[src/rtl/alu_pkg.sv]
// alu_pkg: shared opcode encoding and FSM state encoding for the sequential ALU.
// The opcode values are the same as the ones the combinational 8-bit ALU used.
package alu_pkg;

    localparam logic [2:0] OP_ADD = 3'b000;
    localparam logic [2:0] OP_SUB = 3'b001;
    localparam logic [2:0] OP_MUL = 3'b010;
    localparam logic [2:0] OP_SHL = 3'b011;
    localparam logic [2:0] OP_AND = 3'b100;
    localparam logic [2:0] OP_OR  = 3'b101;
    localparam logic [2:0] OP_XOR = 3'b110;
    localparam logic [2:0] OP_NOT = 3'b111;

    typedef enum logic [1:0] {
        IDLE = 2'd0,
        EXEC = 2'd1,
        DONE = 2'd2
    } state_t;

endpackage

[src/rtl/alu_seq_if.sv]
// alu_seq_if: operand/result handshake bundle between instruction decode and
// the sequential ALU.
//   master (decode side): drives in_valid, opcode, a, b, out_ready
//   slave  (ALU side)   : drives in_ready, out_valid, result, flags, busy
interface alu_seq_if #(
    parameter int WIDTH = 8
);
    logic             in_valid;
    logic             in_ready;
    logic [2:0]       opcode;
    logic [WIDTH-1:0] a;
    logic [WIDTH-1:0] b;
    logic             out_valid;
    logic             out_ready;
    logic [WIDTH-1:0] result;
    logic             carry_out;
    logic             zero;
    logic             overflow;
    logic             negative;
    logic             busy;

    modport master (
        output in_valid, opcode, a, b, out_ready,
        input  in_ready, out_valid, result, carry_out, zero, overflow, negative, busy
    );

    modport slave (
        input  in_valid, opcode, a, b, out_ready,
        output in_ready, out_valid, result, carry_out, zero, overflow, negative, busy
    );
endinterface

[src/rtl/alu_core.sv]
// alu_core: combinational single-cycle ALU operations.
//   opcode, a, b        : operation select and operands
//   result              : operation result
//   carry_out, overflow : carry/borrow and signed overflow (ADD/SUB only)
// MUL produces zeros here; it is never loaded from this block. SHL passes a
// through unchanged, which is exactly the shift-by-zero result.
module alu_core
    import alu_pkg::*;
#(
    parameter int WIDTH = 8
) (
    input  logic [2:0]       opcode,
    input  logic [WIDTH-1:0] a,
    input  logic [WIDTH-1:0] b,
    output logic [WIDTH-1:0] result,
    output logic             carry_out,
    output logic             overflow
);

    logic [WIDTH:0] sum_ext;
    logic [WIDTH:0] diff_ext;

    assign sum_ext  = {1'b0, a} + {1'b0, b};
    // The extra top bit of the difference is set exactly when a < b unsigned.
    assign diff_ext = {1'b0, a} - {1'b0, b};

    always_comb begin
        result    = '0;
        carry_out = 1'b0;
        overflow  = 1'b0;
        case (opcode)
            OP_ADD: begin
                result    = sum_ext[WIDTH-1:0];
                carry_out = sum_ext[WIDTH];
                overflow  = (a[WIDTH-1] == b[WIDTH-1]) && (sum_ext[WIDTH-1] != a[WIDTH-1]);
            end
            OP_SUB: begin
                result    = diff_ext[WIDTH-1:0];
                carry_out = diff_ext[WIDTH];
                overflow  = (a[WIDTH-1] != b[WIDTH-1]) && (diff_ext[WIDTH-1] != a[WIDTH-1]);
            end
            OP_SHL: result = a;
            OP_AND: result = a & b;
            OP_OR:  result = a | b;
            OP_XOR: result = a ^ b;
            OP_NOT: result = ~a;
            default: result = '0;
        endcase
    end

endmodule

[src/rtl/alu_seq.sv]
// alu_seq: sequential ALU with valid/ready handshake and registered result/flags.
//   clk, rst : rising-edge clock, synchronous active-high reset
//   bus      : alu_seq_if slave (operands in, result/flags out, busy)
// Single-cycle ops resolve through alu_core on the accepting edge. MUL is an
// unsigned shift-add over WIDTH cycles; SHL shifts one bit per cycle.
//
// state | meaning
// IDLE  | waiting for an operation, in_ready=1
// EXEC  | iterating MUL/SHL, busy=1, in_ready=0
// DONE  | result/flags valid and held until out_ready
module alu_seq
    import alu_pkg::*;
#(
    parameter int WIDTH = 8
) (
    input  logic     clk,
    input  logic     rst,
    alu_seq_if.slave bus
);

    localparam int SHAMT_W = $clog2(WIDTH);

    state_t               state_q, state_d;
    logic                 in_ready;
    logic                 accept;
    logic                 start_iter;
    logic                 last_step;
    logic [SHAMT_W-1:0]   shamt;

    logic [2:0]           op_q;
    logic [2*WIDTH-1:0]   acc_q;
    logic [2*WIDTH-1:0]   mcand_q;
    logic [WIDTH-1:0]     mplier_q;
    logic [WIDTH-1:0]     sh_q;
    logic [SHAMT_W-1:0]   cnt_q;
    logic [2*WIDTH-1:0]   acc_step;

    logic [WIDTH-1:0]     result_q;
    logic                 carry_q;
    logic                 zero_q;
    logic                 ovf_q;
    logic                 neg_q;

    logic [WIDTH-1:0]     core_result;
    logic                 core_carry;
    logic                 core_ovf;

    logic                 ld_en;
    logic [WIDTH-1:0]     ld_result;
    logic                 ld_carry;
    logic                 ld_ovf;

    alu_core #(.WIDTH(WIDTH)) u_core (
        .opcode    (bus.opcode),
        .a         (bus.a),
        .b         (bus.b),
        .result    (core_result),
        .carry_out (core_carry),
        .overflow  (core_ovf)
    );

    assign shamt      = bus.b[SHAMT_W-1:0];
    assign start_iter = (bus.opcode == OP_MUL) || ((bus.opcode == OP_SHL) && (shamt != '0));
    assign accept     = bus.in_valid && in_ready;
    // cnt_q is a down-counter loaded with (steps-1); zero marks the final step.
    assign last_step  = (state_q == EXEC) && (cnt_q == '0);
    assign acc_step   = mplier_q[0] ? (acc_q + mcand_q) : acc_q;

    always_ff @(posedge clk) begin
        if (rst) begin
            state_q <= IDLE;
        end else begin
            state_q <= state_d;
        end
    end

    always_comb begin
        state_d      = state_q;
        in_ready     = 1'b0;
        bus.out_valid = 1'b0;
        bus.busy     = 1'b0;
        case (state_q)
            IDLE: begin
                in_ready = 1'b1;
                if (bus.in_valid) begin
                    state_d = start_iter ? EXEC : DONE;
                end
            end
            EXEC: begin
                bus.busy = 1'b1;
                if (cnt_q == '0) begin
                    state_d = DONE;
                end
            end
            DONE: begin
                bus.out_valid = 1'b1;
                in_ready      = bus.out_ready;
                if (bus.out_ready) begin
                    if (bus.in_valid) begin
                        state_d = start_iter ? EXEC : DONE;
                    end else begin
                        state_d = IDLE;
                    end
                end
            end
            default: state_d = IDLE;
        endcase
    end

    assign bus.in_ready = in_ready;

    // Selects what (if anything) lands in the output registers this cycle.
    always_comb begin
        ld_en     = 1'b0;
        ld_result = core_result;
        ld_carry  = core_carry;
        ld_ovf    = core_ovf;
        if (accept && !start_iter) begin
            ld_en = 1'b1;
        end else if (last_step) begin
            ld_en = 1'b1;
            if (op_q == OP_MUL) begin
                ld_result = acc_step[WIDTH-1:0];
                ld_carry  = |acc_step[2*WIDTH-1:WIDTH];
                ld_ovf    = |acc_step[2*WIDTH-1:WIDTH];
            end else begin
                ld_result = {sh_q[WIDTH-2:0], 1'b0};
                ld_carry  = sh_q[WIDTH-1];
                ld_ovf    = 1'b0;
            end
        end
    end

    always_ff @(posedge clk) begin
        if (rst) begin
            op_q     <= OP_ADD;
            acc_q    <= '0;
            mcand_q  <= '0;
            mplier_q <= '0;
            sh_q     <= '0;
            cnt_q    <= '0;
            result_q <= '0;
            carry_q  <= 1'b0;
            zero_q   <= 1'b0;
            ovf_q    <= 1'b0;
            neg_q    <= 1'b0;
        end else begin
            if (accept) begin
                op_q <= bus.opcode;
                if (bus.opcode == OP_MUL) begin
                    acc_q    <= '0;
                    mcand_q  <= {{WIDTH{1'b0}}, bus.a};
                    mplier_q <= bus.b;
                    cnt_q    <= SHAMT_W'(WIDTH - 1);
                end else if (start_iter) begin
                    sh_q  <= bus.a;
                    cnt_q <= shamt - SHAMT_W'(1);
                end
            end else if (state_q == EXEC) begin
                cnt_q <= cnt_q - SHAMT_W'(1);
                if (op_q == OP_MUL) begin
                    acc_q    <= acc_step;
                    mcand_q  <= {mcand_q[2*WIDTH-2:0], 1'b0};
                    mplier_q <= {1'b0, mplier_q[WIDTH-1:1]};
                end else begin
                    sh_q <= {sh_q[WIDTH-2:0], 1'b0};
                end
            end
            if (ld_en) begin
                result_q <= ld_result;
                carry_q  <= ld_carry;
                ovf_q    <= ld_ovf;
                zero_q   <= (ld_result == '0);
                neg_q    <= ld_result[WIDTH-1];
            end
        end
    end

    assign bus.result    = result_q;
    assign bus.carry_out = carry_q;
    assign bus.zero      = zero_q;
    assign bus.overflow  = ovf_q;
    assign bus.negative  = neg_q;

endmodule

[src/flat_wrapper.sv]
// flat-port wrapper written by rule: the top's interface ports become plain ports
module alu_seq_flat import alu_pkg::*;
#(
    parameter int WIDTH = 8
)
  (clk, rst, bus_in_valid, bus_opcode, bus_a, bus_b, bus_out_ready, bus_in_ready, bus_out_valid, bus_result, bus_carry_out, bus_zero, bus_overflow, bus_negative, bus_busy);
  alu_seq_if #(.WIDTH(WIDTH)) bus_i ();
  input  logic clk;
  input  logic rst;
  input wire logic [$bits(bus_i.in_valid)-1:0] bus_in_valid;
  input wire logic [$bits(bus_i.opcode)-1:0] bus_opcode;
  input wire logic [$bits(bus_i.a)-1:0] bus_a;
  input wire logic [$bits(bus_i.b)-1:0] bus_b;
  input wire logic [$bits(bus_i.out_ready)-1:0] bus_out_ready;
  output wire logic [$bits(bus_i.in_ready)-1:0] bus_in_ready;
  output wire logic [$bits(bus_i.out_valid)-1:0] bus_out_valid;
  output wire logic [$bits(bus_i.result)-1:0] bus_result;
  output wire logic [$bits(bus_i.carry_out)-1:0] bus_carry_out;
  output wire logic [$bits(bus_i.zero)-1:0] bus_zero;
  output wire logic [$bits(bus_i.overflow)-1:0] bus_overflow;
  output wire logic [$bits(bus_i.negative)-1:0] bus_negative;
  output wire logic [$bits(bus_i.busy)-1:0] bus_busy;
  assign bus_i.in_valid = bus_in_valid;
  assign bus_i.opcode = bus_opcode;
  assign bus_i.a = bus_a;
  assign bus_i.b = bus_b;
  assign bus_i.out_ready = bus_out_ready;
  assign bus_in_ready = bus_i.in_ready;
  assign bus_out_valid = bus_i.out_valid;
  assign bus_result = bus_i.result;
  assign bus_carry_out = bus_i.carry_out;
  assign bus_zero = bus_i.zero;
  assign bus_overflow = bus_i.overflow;
  assign bus_negative = bus_i.negative;
  assign bus_busy = bus_i.busy;
  alu_seq #(.WIDTH(WIDTH)) u_core (.clk(clk), .rst(rst), .bus(bus_i));
endmodule
[config.mk]
export PLATFORM = sky130hd
export DESIGN_NAME = alu_seq_flat
export DESIGN_NICKNAME = d
export VERILOG_FILES = /design/src/rtl/alu_pkg.sv /design/src/rtl/alu_seq_if.sv /design/src/rtl/alu_core.sv /design/src/rtl/alu_seq.sv /design/src/flat_wrapper.sv
export SDC_FILE = /design/constraint.sdc
export NUM_CORES = 1
export LEC_CHECK = 0
export BUFFER_PORTS_ARGS = -buffer_cell sky130_fd_sc_hd__buf_2
export CORE_MARGIN = 2
export CORE_UTILIZATION = 45
export CTS_CLUSTER_SIZE = 16
export DETAILED_ROUTE_END_ITERATION = 12
export MAX_ROUTING_LAYER = met4
export PLACE_DENSITY = 0.71
export SLEW_MARGIN = 20
export SYNTH_ARGS = -nofsm -noshare
export SYNTH_HDL_FRONTEND = slang
export SYNTH_HIERARCHICAL = 1
export SYNTH_SLANG_ARGS = --single-unit
[constraint.sdc]
create_clock -name clk -period 2.3 [get_ports clk]
set_input_delay 0 -clock clk [delete_from_list [all_inputs] [get_ports clk]]
set_output_delay 0 -clock clk [all_outputs]
set_load 0.05 [all_outputs]
**Word-level counts from Yosys, hierarchy flattened**

Index checks and enable logic that the tools add are counted.
W data, S select, Z words.

- Register bits after elaboration: 68
- Output and inout port bits: 15
- Word-level logic and storage cells: 108

- Add/sub/neg operators: 5
- Equal/unequal tests: 22
- Muxes and demuxes: 45
- Bitwise operators: 4
- Reductions and logical operators: 20

Operator list:

| operator | number |
|---|---|
| $mux W16 | 9 |
| $mux W8 | 12 |
| $pmux W8 S7 | 1 |
| $add A16 B16 Y16 | 1 |
| $eq A3 B3 Y1 const B | 4 |
| $mux W3 | 4 |
| $mux W1 | 10 |
| $mux W2 | 5 |
| $ne A2 B2 Y1 const B | 5 |
| $add A8 B8 Y9 | 1 |
| $eq A3 B2 Y1 const B | 3 |
| $sub A8 B8 Y9 | 1 |
| $and A8 B8 Y8 | 1 |
| $logic_not A8 Y1 | 1 |
| $not A8 Y8 | 1 |
| $or A8 B8 Y8 | 1 |
| $reduce_or A8 Y1 | 1 |
| $xor A8 B8 Y8 | 1 |
| $logic_and A1 B1 Y1 | 6 |
| $logic_not A3 Y1 | 2 |
| $pmux W1 S2 | 3 |
| $pmux W2 S3 | 1 |
| $reduce_and A3 Y1 | 2 |
| $sub A3 B1 Y3 const B | 2 |
| other kinds (14) | 18 |

**Logic depth before layout (Yosys ltp)**

- Word-level depth: 7
- Mapped depth: 12

**Hierarchy**

The synthesis kept the hierarchy.

By module, submodules not included:

| module | times used | cells an instance | area an instance (µm²) |
|---|---|---|---|
| alu_seq | 1 | 510 | 3957.5 |
| alu_core | 1 | 191 | 1420.1 |

**Worst setup path before layout**

OpenSTA, ideal clock, no wires.

- Kind: register -> register
- Start: register u_core.acc_q[0]
- End: register u_core.ovf_q, in the netlist u_core/bus.overflow
- Library setup time: 0.120 ns
- Arrival time: 2.421 ns
- Path slack: -0.241 ns
- Cell stages (with the launch flop): 11
- Buffers on the path: 0
- Period minus slack after synthesis: 2.541 ns
- Cells stage by stage: dfxtp_1 > ha_1 > fa_1 > a211oi_2 > o21ai_2 > a41oi_2 > o21ai_0 > xor2_1 > o31ai_1 > a311oi_1 > or2_1

- Longest elaborated chain between the ends: 6

Ends and longest elaborated chain:

| element | RTL line | RTL |
|---|---|---|
| start, declared | alu_seq.sv:31 | `logic [2*WIDTH-1:0] acc_q;` |
| start signal, assigned | alu_seq.sv:162 | `acc_q <= acc_step;` |
| $add A16 B16 Y16 | alu_seq.sv:67 | `assign acc_step = mplier_q[0] ? (acc_q + mcand_q) : acc_q;` |
| $mux W16 | alu_seq.sv:67 |  |
| $reduce_or A8 Y1 | alu_seq.sv:125 | `ld_ovf = \|acc_step[2*WIDTH-1:WIDTH];` |
| $mux W1 | alu_seq.sv:122 | `if (op_q == OP_MUL) begin` |
| $mux W1 | alu_seq.sv:120 | `end else if (last_step) begin` |
| $mux W1 | alu_seq.sv:118 | `if (accept && !start_iter) begin` |
| end signal, assigned | alu_seq.sv:172 | `ovf_q <= ld_ovf;` |
| end, declared | alu_seq.sv:41 | `logic ovf_q;` |

Every way passes these cells.
A chain may end at the register's enable or synchronous reset.

**Final worst setup path**

- Start: register u_core.mcand_q[0]
- End: register u_core.ovf_q, in the netlist u_core/bus.overflow

- Longest elaborated chain between the ends: 6

Ends and longest elaborated chain:

| element | RTL line | RTL |
|---|---|---|
| start, declared | alu_seq.sv:32 | `logic [2*WIDTH-1:0] mcand_q;` |
| start signal, assigned | alu_seq.sv:152 | `mcand_q <= {{WIDTH{1'b0}}, bus.a};` |
| start signal, assigned | alu_seq.sv:163 | `mcand_q <= {mcand_q[2*WIDTH-2:0], 1'b0};` |
| $add A16 B16 Y16 | alu_seq.sv:67 |  |
| $mux W16 | alu_seq.sv:67 |  |
| $reduce_or A8 Y1 | alu_seq.sv:125 |  |
| $mux W1 | alu_seq.sv:122 |  |
| $mux W1 | alu_seq.sv:120 |  |
| $mux W1 | alu_seq.sv:118 |  |

Every way passes these cells.

==> key figures <==
Die
  • Initial core utilization: 46.7%
  • Top Ports: 38
  • Chip Width: 113 µm
  • Placeable Area: 11500 µm²
  • Num rows: 39
  • Die height: 113 µm
  • Die area: 12800 µm²

Layout
  • ANT cells: 0
  • Nets@finish: 890
  • Fill cells: 1030
  • Area grow syn2layout: 27.4%
  • Share of layout cells above drive strength 1: 26.8%
  • Most common cell after layout, fill and taps aside: buf_4
  • Post-layout util: 59.5%
  • Most frequent cells in the layout: 113 x buf_4, 95 x nand2_1, 81 x nor2_1
  • Register Area: 1340 µm²
  • Layout Cells excl Fill: 967
  • Multi-input gate area: 3800 µm²

Clock tree
  • Htree depth: 3
  • CTS Buffer Depth: 2
  • Root buffer cell: clkbuf_16
  • Skew-Pair Late Insertion Delay: 0.33 ns
  • CTS sink count: 67
  • Clock transition at path regs: 0.06 ns
  • CTS tree: done
  • Number of buffers created by CTS: 9

Critical path
  • Worst Setup End Kind: flip-flop
  • Slowest CP cell: fa_2
  • CP startpoint kind: flip-flop
  • Worst-case reg-to-reg path depth: 10
  • CP cell instances: ha_4 -> fa_2 -> a211oi_2 -> o21ai_2 -> a41oi_2 -> xnor2_1 -> a211o_1 -> a211oi_2 -> a311oi_2 -> or2_1
  • Crit-path max FO: 3
  • Critical Path Most Common Cell: a211oi_2
  • Worst R2R End: u_core/bus.overflow
  • Worst EP arrival: 2.81 ns
  • CP Class: reg -> reg
  • Slowest stage delay, CP: 0.36 ns
  • WP data required: 2.52 ns
  • Reg2Reg Setup Slack: -0.29 ns
  • R2r startpoint: u_core/mcand_q[0]

Timing
  • Final min period: 2.59 ns
  • Final worst slack: -0.293 ns
  • Fin. max-slew vios: 0
  • RSZ-0062 raised after global routing: true
  • Fin crit share: 113%
  • Setup TNS: -1.23 ns
  • Relative slew margins: 47.5%
  • Setup violators final: 6
  • Final Hold Viols: 0
  • Worst slew pin tran: 0.788 ns
  • Worst Skew: 0.00371 ns
  • Fmax: 386 MHz

Routing
  • Drc violations: 0
  • Drt initial violations: 580
  • Vias per inst: 5.86
  • WL met3: 1.14 mm
  • Drt total wl: 16.4 mm
  • DRT Pass-1 Iters: 5
  • Via count: 5664
  • Final ANT Viol Nets: 0
  • Met2 wire len: 7.49 mm
  • WL/cell: 17.0 µm
  • Routed met1 length: 7.48 mm
  • Top routing layer in use: met4

Hold path
  • Hold path startpoint: bus_opcode[0]
  • Cell depth of the worst hold path: 3
  • Worst Hold End: u_core/op_q[0]
  • Hold Path Class: in -> reg

GRT
  • Initial antenna violation count: 0
  • Vias in the first global route: 5278
  • Global-route usage over all layers: 26.1%
  • Largest net degree at the start of global routing: 43
  • First-pass GRT wire length: 26.4 mm
  • Grt ovf: 0

Pwr
  • Total power: 3550 µW
  • P_leak: 0.00296 µW
  • PwrDens: 519 nW/µm²
  • Worst vdd ir: 0.318 mV

Place
  • RD Place Congestion: 0.984
  • Hpwl dp: 12.0 mm
  • Setup WS pre-CTS: -0.314 ns
  • Placed instance count: 939
  • IO Port Bufs: 37

Synth
  • Unique cell type count in the Yosys netlist: 77
  • Post-synthesis register bit count: 67
  • EDFF count, synth: 0
  • Synth Area per Inst: 7.67 µm²
  • Main synth FF type: dfxtp_1
  • Sequential fraction of the synthesis area: 24.9%
  • FFs w/ async S/R, synth: 0%
  • Cells after Synth: 701
  • Post-Syn Nets: 772
  • Warnings, synthesis: 6
  • Cell Area, Synth: 5380 µm²

Run
  • Max-Cap Viols: 0

Run status
  • Outcome: finished, violations left
  • Violated checks: setup timing
## area by class of cell
cell class / count / share of cell area [%]
clock inverter: 5 / 0.877
inverter: 38 / 2.08
sequential: 67 / 19.6
multi-input combinational: 549 / 55.4
tap: 143 / 2.61
clock buffer: 11 / 3.69
timing repair buffer: 154 / 15.7
## layer usage
| metal | GRT usage, % | up-vias |
|---|---|---|
| met5 | - | - |
| met4 | 8.13 | 0 |
| met3 | 5.14 | 31 |
| met2 | 40.6 | 225 |
| met1 | 34.2 | 2665 |
| li1 | - | 2743 |
## critical path: cells and delay by family (launching register included)
family | cells | cell delay [ns]
AOI/OAI and AO/OA | 6 | 1.20
xor gates and xnor gates | 1 | 0.15
adders and majority gates | 2 | 0.53
DFF | 1 | 0.33
and+or+nand+nor | 1 | 0.26
## registers in the layout, summed over array words and instances (netlist names), 2 cells and up
signal             cells
u_core/cnt_q           3
u_core/sh_q            8
u_core/mcand_q        16
u_core/acc_q          16
u_core/mplier_q        8
u_core/op_q            3
u_core/state_q         2
u_core/bus.result      8
## synthesized netlist by cell type, types with 3 or more instances
master / n / area share, %
o221ai_1: 3 / 0.49
mux2i_1: 12 / 2.2
a211o_1: 3 / 0.49
o31ai_1: 4 / 0.56
or2_2: 4 / 0.47
a21o_1: 4 / 0.56
o21ai_0: 25 / 2.3
a31oi_1: 7 / 0.81
fa_1: 3 / 1.1
o21bai_1: 5 / 0.70
a311oi_1: 22 / 3.6
a211oi_2: 3 / 0.70
buf_2: 7 / 0.65
clkbuf_8: 3 / 0.77
xor2_1: 9 / 1.5
o211ai_1: 5 / 0.70
nand4_1: 5 / 0.58
ha_1: 45 / 10
a21o_2: 3 / 0.49
nor2b_1: 4 / 0.47
a21oi_1: 58 / 5.4
nor3_1: 12 / 1.1
o21ai_1: 3 / 0.28
a2bb2oi_1: 3 / 0.49
a22oi_1: 11 / 1.5
nand2b_1: 7 / 0.81
clkbuf_1: 25 / 1.7
inv_1: 38 / 2.7
a211oi_1: 16 / 2.2
nand2_1: 96 / 6.7
dfxtp_1: 67 / 25
o21a_1: 3 / 0.42
a221oi_1: 4 / 0.65
o22ai_1: 5 / 0.58
nor2_1: 81 / 5.7
nand3_1: 25 / 2.3
xnor2_1: 14 / 2.3
buf_6: 8 / 1.7
## metrics by stage
stage | instance area (µm²) | hold slack (ns)
floorplan | 5390 | 0.136
global route | 6850 | 0.0556
finish | 6850 | 0.0390
detailed placement | 6260 | 0.314
CTS | 6670 | 0.0293
global placement | 6260 | 0.292
## worst max path at each step
stage	startpoint	to	slack [ns]	cells after the start
6_report	u_core/mcand_q[0]	u_core/bus.overflow	-0.29	10
4_1_cts	u_core/mcand_q[0]	u_core/bus.overflow	-0.30	10
2_1_floorplan	u_core/mcand_q[0]	u_core/bus.overflow	-0.06	10
3_3_place_gp	bus_a[0]	u_core/bus.result[6]	-0.27	12
3_5_place_dp	u_core/mcand_q[0]	u_core/bus.overflow	-0.31	10
5_1_grt	u_core/mcand_q[0]	u_core/bus.overflow	-0.38	10
## where the power goes
part	switching [µW]	total [µW]	internal [µW]	leakage (µW)
logic	525	868	343	0.00226
registers	34.2	1240	1210	0.000545
clock network	539	1440	902	0.000152
## logic make-up after synthesis
kind of cell / share of synthesized area (%)
AND/OR/NAND/NOR: 21.4
multiplexers: 2.44
adder cells (fa/ha/maj): 11.6
buffers and inverters: 7.86
AO/OA/AOI/OAI: 28.1
flip-flops: 24.9
XOR/XNOR: 3.75
## timing repair
item / CTS / global route
endpoints found under the hold margin: 3 / 0
setup buffers: 2 / 7
pin swaps: 3 / 10
gates resized for setup: 8 / 23
setup endpoints to repair: 6 / 9
hold buffers: 3 / 0
Note: power is estimated with default switching activity, not from simulation.
